<file path="src/rtl/sdio_master_pkg.sv">
// rtl/sdio_master_pkg.sv - shared types and helpers for the 3-wire serial master
package sdio_master_pkg;

    typedef enum logic [1:0] {
        IDLE,
        SHIFT,
        CSHIGH
    } state_e;

    localparam logic SDIO_RD = 1'b1;
    localparam logic SDIO_WR = 1'b0;

    function automatic int frame_len(input int addr_w, input int data_w);
        return 1 + addr_w + data_w;
    endfunction

endpackage

</file>
<file path="src/rtl/sdio_sclk_gen.sv">
// rtl/sdio_sclk_gen.sv - half-period counter producing sclk and edge strobes
module sdio_sclk_gen #(
    parameter int CLK_DIV = 4,
    parameter int CW      = $clog2(CLK_DIV)
) (
    input  logic          clk,
    input  logic          rst_n,
    input  logic          en_i,
    output logic          sclk_o,
    output logic          rise_stb_o,
    output logic          fall_stb_o,
    output logic [CW-1:0] cnt_o
);

    localparam logic [CW-1:0] CNT_LAST = CW'(CLK_DIV - 1);

    logic [CW-1:0] cnt_q;
    logic          sclk_q;
    logic          wrap;

    assign wrap       = en_i && (cnt_q == CNT_LAST);
    assign rise_stb_o = wrap && !sclk_q;
    assign fall_stb_o = wrap && sclk_q;
    assign sclk_o     = sclk_q;
    assign cnt_o      = cnt_q;

    always_ff @(posedge clk or negedge rst_n) begin
        if (!rst_n) begin
            cnt_q  <= '0;
            sclk_q <= 1'b0;
        end else if (!en_i) begin
            cnt_q  <= '0;
            sclk_q <= 1'b0;
        end else if (wrap) begin
            cnt_q  <= '0;
            sclk_q <= ~sclk_q;
        end else begin
            cnt_q  <= cnt_q + 1'b1;
        end
    end

endmodule

</file>
<file path="src/rtl/sdio_master.sv">
// rtl/sdio_master.sv - command-to-frame serialiser for the 3-wire register bus
module sdio_master
    import sdio_master_pkg::*;
#(
    parameter int CLK_DIV = 4,
    parameter int ADDR_W  = 7,
    parameter int DATA_W  = 8
) (
    input  logic              clk,
    input  logic              rst_n,
    input  logic              cmd_valid,
    output logic              cmd_ready,
    input  logic              cmd_rnw,
    input  logic [ADDR_W-1:0] cmd_addr,
    input  logic [DATA_W-1:0] cmd_wdata,
    output logic              rsp_valid,
    output logic [DATA_W-1:0] rsp_rdata,
    output logic              sclk,
    output logic              cs_n,
    output logic              sdio_o,
    output logic              sdio_oe,
    input  logic              sdio_i
);

    localparam int N  = frame_len(ADDR_W, DATA_W);
    localparam int BW = $clog2(N + 1);
    localparam int CW = $clog2(CLK_DIV);
    localparam logic [BW-1:0] BIT_LAST = BW'(N - 1);
    localparam logic [BW-1:0] BIT_TA   = BW'(ADDR_W);
    localparam logic [CW-1:0] CS_LAST  = CW'(CLK_DIV - 2);

    if (CLK_DIV < 2) begin : g_bad_div
        $error("sdio_master: CLK_DIV must be >= 2");
    end

    state_e            state_q, state_d;
    logic              rnw_q, rnw_d;
    logic [N-2:0]      tx_q, tx_d;
    logic [DATA_W-1:0] rx_q, rx_d;
    logic [BW-1:0]     bit_q, bit_d;
    logic              cs_n_q, cs_n_d;
    logic              sdio_o_q, sdio_o_d;
    logic              sdio_oe_q, sdio_oe_d;
    logic              rsp_valid_q, rsp_valid_d;
    logic [DATA_W-1:0] rsp_rdata_q, rsp_rdata_d;

    logic          gen_en, rise_stb, fall_stb;
    logic [CW-1:0] gen_cnt;

    assign gen_en = (state_q != IDLE);

    sdio_sclk_gen #(.CLK_DIV(CLK_DIV), .CW(CW)) u_sclk_gen (
        .clk        (clk),
        .rst_n      (rst_n),
        .en_i       (gen_en),
        .sclk_o     (sclk),
        .rise_stb_o (rise_stb),
        .fall_stb_o (fall_stb),
        .cnt_o      (gen_cnt)
    );

    always_comb begin
        state_d     = state_q;
        rnw_d       = rnw_q;
        tx_d        = tx_q;
        rx_d        = rx_q;
        bit_d       = bit_q;
        cs_n_d      = cs_n_q;
        sdio_o_d    = sdio_o_q;
        sdio_oe_d   = sdio_oe_q;
        rsp_valid_d = 1'b0;
        rsp_rdata_d = rsp_rdata_q;
        case (state_q)
            IDLE: begin
                if (cmd_valid) begin
                    state_d   = SHIFT;
                    rnw_d     = cmd_rnw;
                    tx_d      = {cmd_addr, cmd_wdata};
                    rx_d      = '0;
                    bit_d     = '0;
                    cs_n_d    = 1'b0;
                    sdio_oe_d = 1'b1;
                    sdio_o_d  = cmd_rnw;
                end
            end
            SHIFT: begin
                // Only a released line is sampled, so slave-side X never enters rx.
                if (rise_stb && !sdio_oe_q) begin
                    rx_d = {rx_q[DATA_W-2:0], sdio_i};
                end
                if (fall_stb) begin
                    bit_d = bit_q + 1'b1;
                    if (bit_q == BIT_LAST) begin
                        state_d     = CSHIGH;
                        cs_n_d      = 1'b1;
                        sdio_oe_d   = 1'b0;
                        sdio_o_d    = 1'b0;
                        rsp_valid_d = 1'b1;
                        rsp_rdata_d = (rnw_q == SDIO_WR) ? '0 : rx_q;
                    end else if (rnw_q == SDIO_RD && bit_q == BIT_TA) begin
                        sdio_oe_d = 1'b0;
                        sdio_o_d  = 1'b0;
                    end else if (sdio_oe_q) begin
                        sdio_o_d = tx_q[N-2];
                        tx_d     = tx_q << 1;
                    end
                end
            end
            CSHIGH: begin
                // Leave one cycle early so the next accept edge lands a half-period after cs_n rose.
                if (gen_cnt == CS_LAST) begin
                    state_d = IDLE;
                end
            end
            default: state_d = IDLE;
        endcase
    end

    always_ff @(posedge clk or negedge rst_n) begin
        if (!rst_n) begin
            state_q     <= IDLE;
            rnw_q       <= 1'b0;
            tx_q        <= '0;
            rx_q        <= '0;
            bit_q       <= '0;
            cs_n_q      <= 1'b1;
            sdio_o_q    <= 1'b0;
            sdio_oe_q   <= 1'b0;
            rsp_valid_q <= 1'b0;
            rsp_rdata_q <= '0;
        end else begin
            state_q     <= state_d;
            rnw_q       <= rnw_d;
            tx_q        <= tx_d;
            rx_q        <= rx_d;
            bit_q       <= bit_d;
            cs_n_q      <= cs_n_d;
            sdio_o_q    <= sdio_o_d;
            sdio_oe_q   <= sdio_oe_d;
            rsp_valid_q <= rsp_valid_d;
            rsp_rdata_q <= rsp_rdata_d;
        end
    end

    assign cmd_ready = (state_q == IDLE);
    assign cs_n      = cs_n_q;
    assign sdio_o    = sdio_o_q;
    assign sdio_oe   = sdio_oe_q;
    assign rsp_valid = rsp_valid_q;
    assign rsp_rdata = rsp_rdata_q;

endmodule

</file>
<file path="config.mk">
export PLATFORM = sky130hd
export DESIGN_NAME = sdio_master
export DESIGN_NICKNAME = d
export VERILOG_FILES = /design/src/rtl/sdio_master_pkg.sv /design/src/rtl/sdio_sclk_gen.sv /design/src/rtl/sdio_master.sv
export SDC_FILE = /design/constraint.sdc
export NUM_CORES = 1
export LEC_CHECK = 0
export BUFFER_PORTS_ARGS = -buffer_cell sky130_fd_sc_hd__buf_4
export CORE_UTILIZATION = 40
export DETAILED_ROUTE_END_ITERATION = 12
export PLACE_DENSITY_LB_ADDON = 0.15
export SYNTH_ARGS = -nofsm -noshare
export SYNTH_HDL_FRONTEND = slang
export SYNTH_SLANG_ARGS = --single-unit
</file>
<file path="constraint.sdc">
create_clock -name clk -period 2 [get_ports clk]
set_input_delay 0.1 -clock clk [delete_from_list [all_inputs] [get_ports clk]]
set_output_delay 0.1 -clock clk [all_outputs]
set_load 0.02 [all_outputs]
</file>
==> flow_results.org <==
** Layout
- Across the whole layout, storage elements account for 1150 µm².
- Filler cell count in the final layout :: 490
- In the final design database the tool counted 290 nets.
- Summing all multi-input logic gate instances after layout gives 976 µm².
- The library cell used most frequently in the layout, excluding fill and tap cells, is nand2_1.
- The library cells used most frequently in the layout, excluding fill and tap cells, are 81 x nand2_1, 45 x dfrtp_1, 42 x buf_4.
- Relative to the synthesized area, the layout overhead comes to 24.1%.
- Of the cells placed in the final design, the portion with a size suffix greater than 1 is 0.289.
- Number of antenna diodes :: 0

** Pwr
- The completed layout was analyzed and its total power is 1.69 mW.
- Portion of total power attributed to combinational logic :: 0.032
- Total power density per cell area :: 620 nW/µm²
- Maximum vdd drop :: 428 µV
- The analysis attributes to cell leakage a power of 1.29 nW.
- Of the total power, the share spent switching nets is 0.208.
- Of the total power, registers draw 0.557.
- For this design the total switching power over the nets is 0.351 mW.
- Internal power comes to 1.34 mW.
- Clock network power share :: 0.411

** Route
- In the routed layout, each cell is associated on average with a via count of 4.71.
- The final layout contains routed wiring with a total length of 4150 µm.
- The first routing iteration left 75 violations.
- For this run, design rule violations remaining after detail routing come to 0.
- Detailed-route via count :: 1584
- Routed wire per std cell :: 12.4 µm
- Antenna violation net count after detailed routing :: 0
- Total iterations of the first detailed-routing run :: 4

** Placement
- DPL Wire Length :: 2810 µm
- In this run the tool buffered the top-level ports with 33 buffer cells.
- Pre-CTS WS :: -0.00272 ns
- At the end of routability-driven placement, the weighted congestion stood at 0.866.

** Global route
- The initial antenna violation count is 0.
- Number of global-route vias before repair :: 1508
- Entering global routing, the biggest net connects 47 pins.
- Congestion Overflow GR :: 0
- Global-route usage over all layers :: 0.155
- Global-route wire length before repair :: 7040 µm

** CTS
- Clock Tree Buf Depth :: 2
- TritonCTS built the clock tree.
- Clock transition at the registers of the reported paths :: 0.09 ns
- Clock Root Buffer :: clkbuf_8
- H-tree levels :: 2
- Later-pin clock latency in the skew report :: 0.30 ns
- In this run, CTS created clock tree buffers numbering 5.
- TritonCTS sink count :: 46

** Worst setup path
- R2R Path End :: tx_q[3]
- Largest fanout on the critical path :: 8
- Startpoint of the most critical register-to-register path :: bit_q[1]
- Worst Setup SP :: bit_q[1]
- STA classifies the critical path startpoint as a flop.
- The worst setup path is of the reg -> reg kind.
- For flop-to-flop paths, the worst setup slack is 0.04 ns.
- Worst path required time :: 2.18 ns
- The worst setup path is captured at a flop.
- The worst register-to-register path has a depth of 8.
- At the worst endpoint, the arrival time is 2.14 ns.

** Synth
- Fraction of post-synthesis cell area in the top cell type by area :: 0.513
- Number of enable-type register cells in the synthesized netlist :: 0
- Cell variety after synth :: 34
- Share of async-settable or async-resettable flops after synthesis :: 1.00
- Top area cells in the synthesized netlist :: dfrtp_1 51%, nand2_1 14%, mux2_4 6.2%
- Gate count after technology mapping :: 224
- dfrtp_1 takes more of the synthesized area than any other cell.
- Of the synthesized area, sequential elements account for 0.525.
- Synthesis warning total :: 0
- Synth Area per Inst :: 9.80 µm²
- When the netlist entered floorplanning its net count stood at 249.
- Leading register cell type out of synthesis :: dfrtp_1
- The synthesized design contains 46 register bits.
- Post-synthesis cell area :: 2190 µm²

** Min path
- The min-delay analysis places its worst path in the category in -> reg.
- The worst hold path was traced through 3 stages.
- Critical hold path startpoint :: cmd_wdata[0]
- For hold timing, the worst endpoint is tx_q[0].

** Run status
- Result of the run :: finished, final reports clean

** STA
- For the pin with the worst max-slew slack, the measured transition is 0.582 ns.
- Number of hold-slack violations in the final timing report :: 0
- On the final layout, the worst clock skew is 0.00807 ns.
- Final period utilization :: 0.980
- In this run the tightest slew margin relative to its limit is 0.612.
- In the post-route analysis, the smallest setup slack over all paths is 0.0394 ns.
- The final max-slew violation count came to 0.
- Timing would allow up to 510 MHz.
- For the finished layout, the period the worst path requires is 1.96 ns.
- Setup_tns :: 0 ns
- Setup violations, final :: 0

** Die
- Die Footprint :: 5790 µm²
- The die is 76.1 µm wide.
- The die is 76.1 µm tall.
- Initial Utilization :: 0.422
- After floorplanning, the core was sized to cover 5200 µm².
- # IOs :: 34
- Number of placement rows :: 26

** Job
- Max-cap violations in this run came to 0.
power by group through the flow:
stage               Sequential, mW  Clock (mW)  Combinational, mW
finish                       0.940       0.694             0.0545
global route                 0.942       0.759             0.0623
CTS                          0.940       0.718             0.0570
detailed placement           0.959           0             0.0555
global placement             0.959           0             0.0547
floorplan                    0.958           0            0.00633
through the flow:
stage	hold WS (ns)	instances	area, µm²	util
floorplan	-0.196	224	2200	-
global placement	0.143	324	2540	0.487
detailed placement	0.147	324	2540	0.487
CTS	0.0477	335	2720	0.522
global route	0.0332	336	2720	0.523
finish	0.0503	336	2720	0.523
worst max-delay path, cell delays in order (launching register included):
cell and delay, ns:
dfrtp_1 0.39, ha_2 0.20, and3_4 0.16, ha_4 0.17, nor2b_4 0.12, o21ai_4 0.07, a21oi_4 0.23, buf_12 0.17
mux2_2 0.33
worst max-delay path by stage:
stage / endpoint / slack, ns
6_report: tx_q[3] / 0.04
5_1_grt: tx_q[2] / -0.008
4_1_cts: tx_q[3] / 0.006
3_5_place_dp: tx_q[3] / -0.003
3_3_place_gp: tx_q[2] / 0.06
2_1_floorplan: tx_q[10] / 0.03
area by class of cell:
class,instances,share of cell area
inverter,6,0.00827
timing repair buffer,45,0.137
sequential,46,0.423
multi-input combinational,161,0.358
clock inverter,3,0.0161
tap,70,0.0322
clock buffer,5,0.0253
cell usage after synthesis, types with 3 or more instances:
| library cell | n |
|---|---|
| ha_1 | 5 |
| a21oi_1 | 3 |
| dfrtp_1 | 45 |
| xnor2_1 | 3 |
| mux2_4 | 9 |
| nor2_1 | 8 |
| clkbuf_1 | 5 |
| nand2_1 | 81 |
| o21ai_0 | 19 |
| mux2_2 | 7 |
| nand3_1 | 4 |
| a21o_1 | 3 |
| inv_1 | 6 |
layer usage:
metal  part of all wire  global-route usage
met1               0.49               0.210
met2               0.46               0.239
met3              0.030              0.0431
met5                  0                   0
met4              0.014              0.0538
state kept, by name (all words and copies together), names as in the netlist:
signal,cells
sdio_o,1
cs_n,1
bit_q,5
state_q,2
rsp_valid,1
u_sclk_gen.cnt_o,2
tx_q,15
rx_q,8
u_sclk_gen.sclk_o,1
sdio_oe,1
rnw_q,1
rsp_rdata,8
cell families (layout without fill, tap and decap cells):
logic type      count (synthesis)  after routing  share of synthesized area
fa+ha+maj                       5              5                     0.0285
simple gates                  103            103                      0.194
xor+xnor                        3              3                     0.0120
mux                            17             17                      0.102
buf+inv                        17             59                     0.0428
flops                          46             46                      0.525
compound gates                 33             33                     0.0958
timing repair:
action | 4_1_cts | 5_1_grt
gates cloned | 1 | 0
endpoints found under the hold margin | 45 | 0
pin swaps | 1 | 2
setup endpoints to repair | 5 | 6
hold buffers | 1 | 0
resized for setup | 5 | 0
buffers inserted | 1 | 1
(Power assumes the default switching activity.)
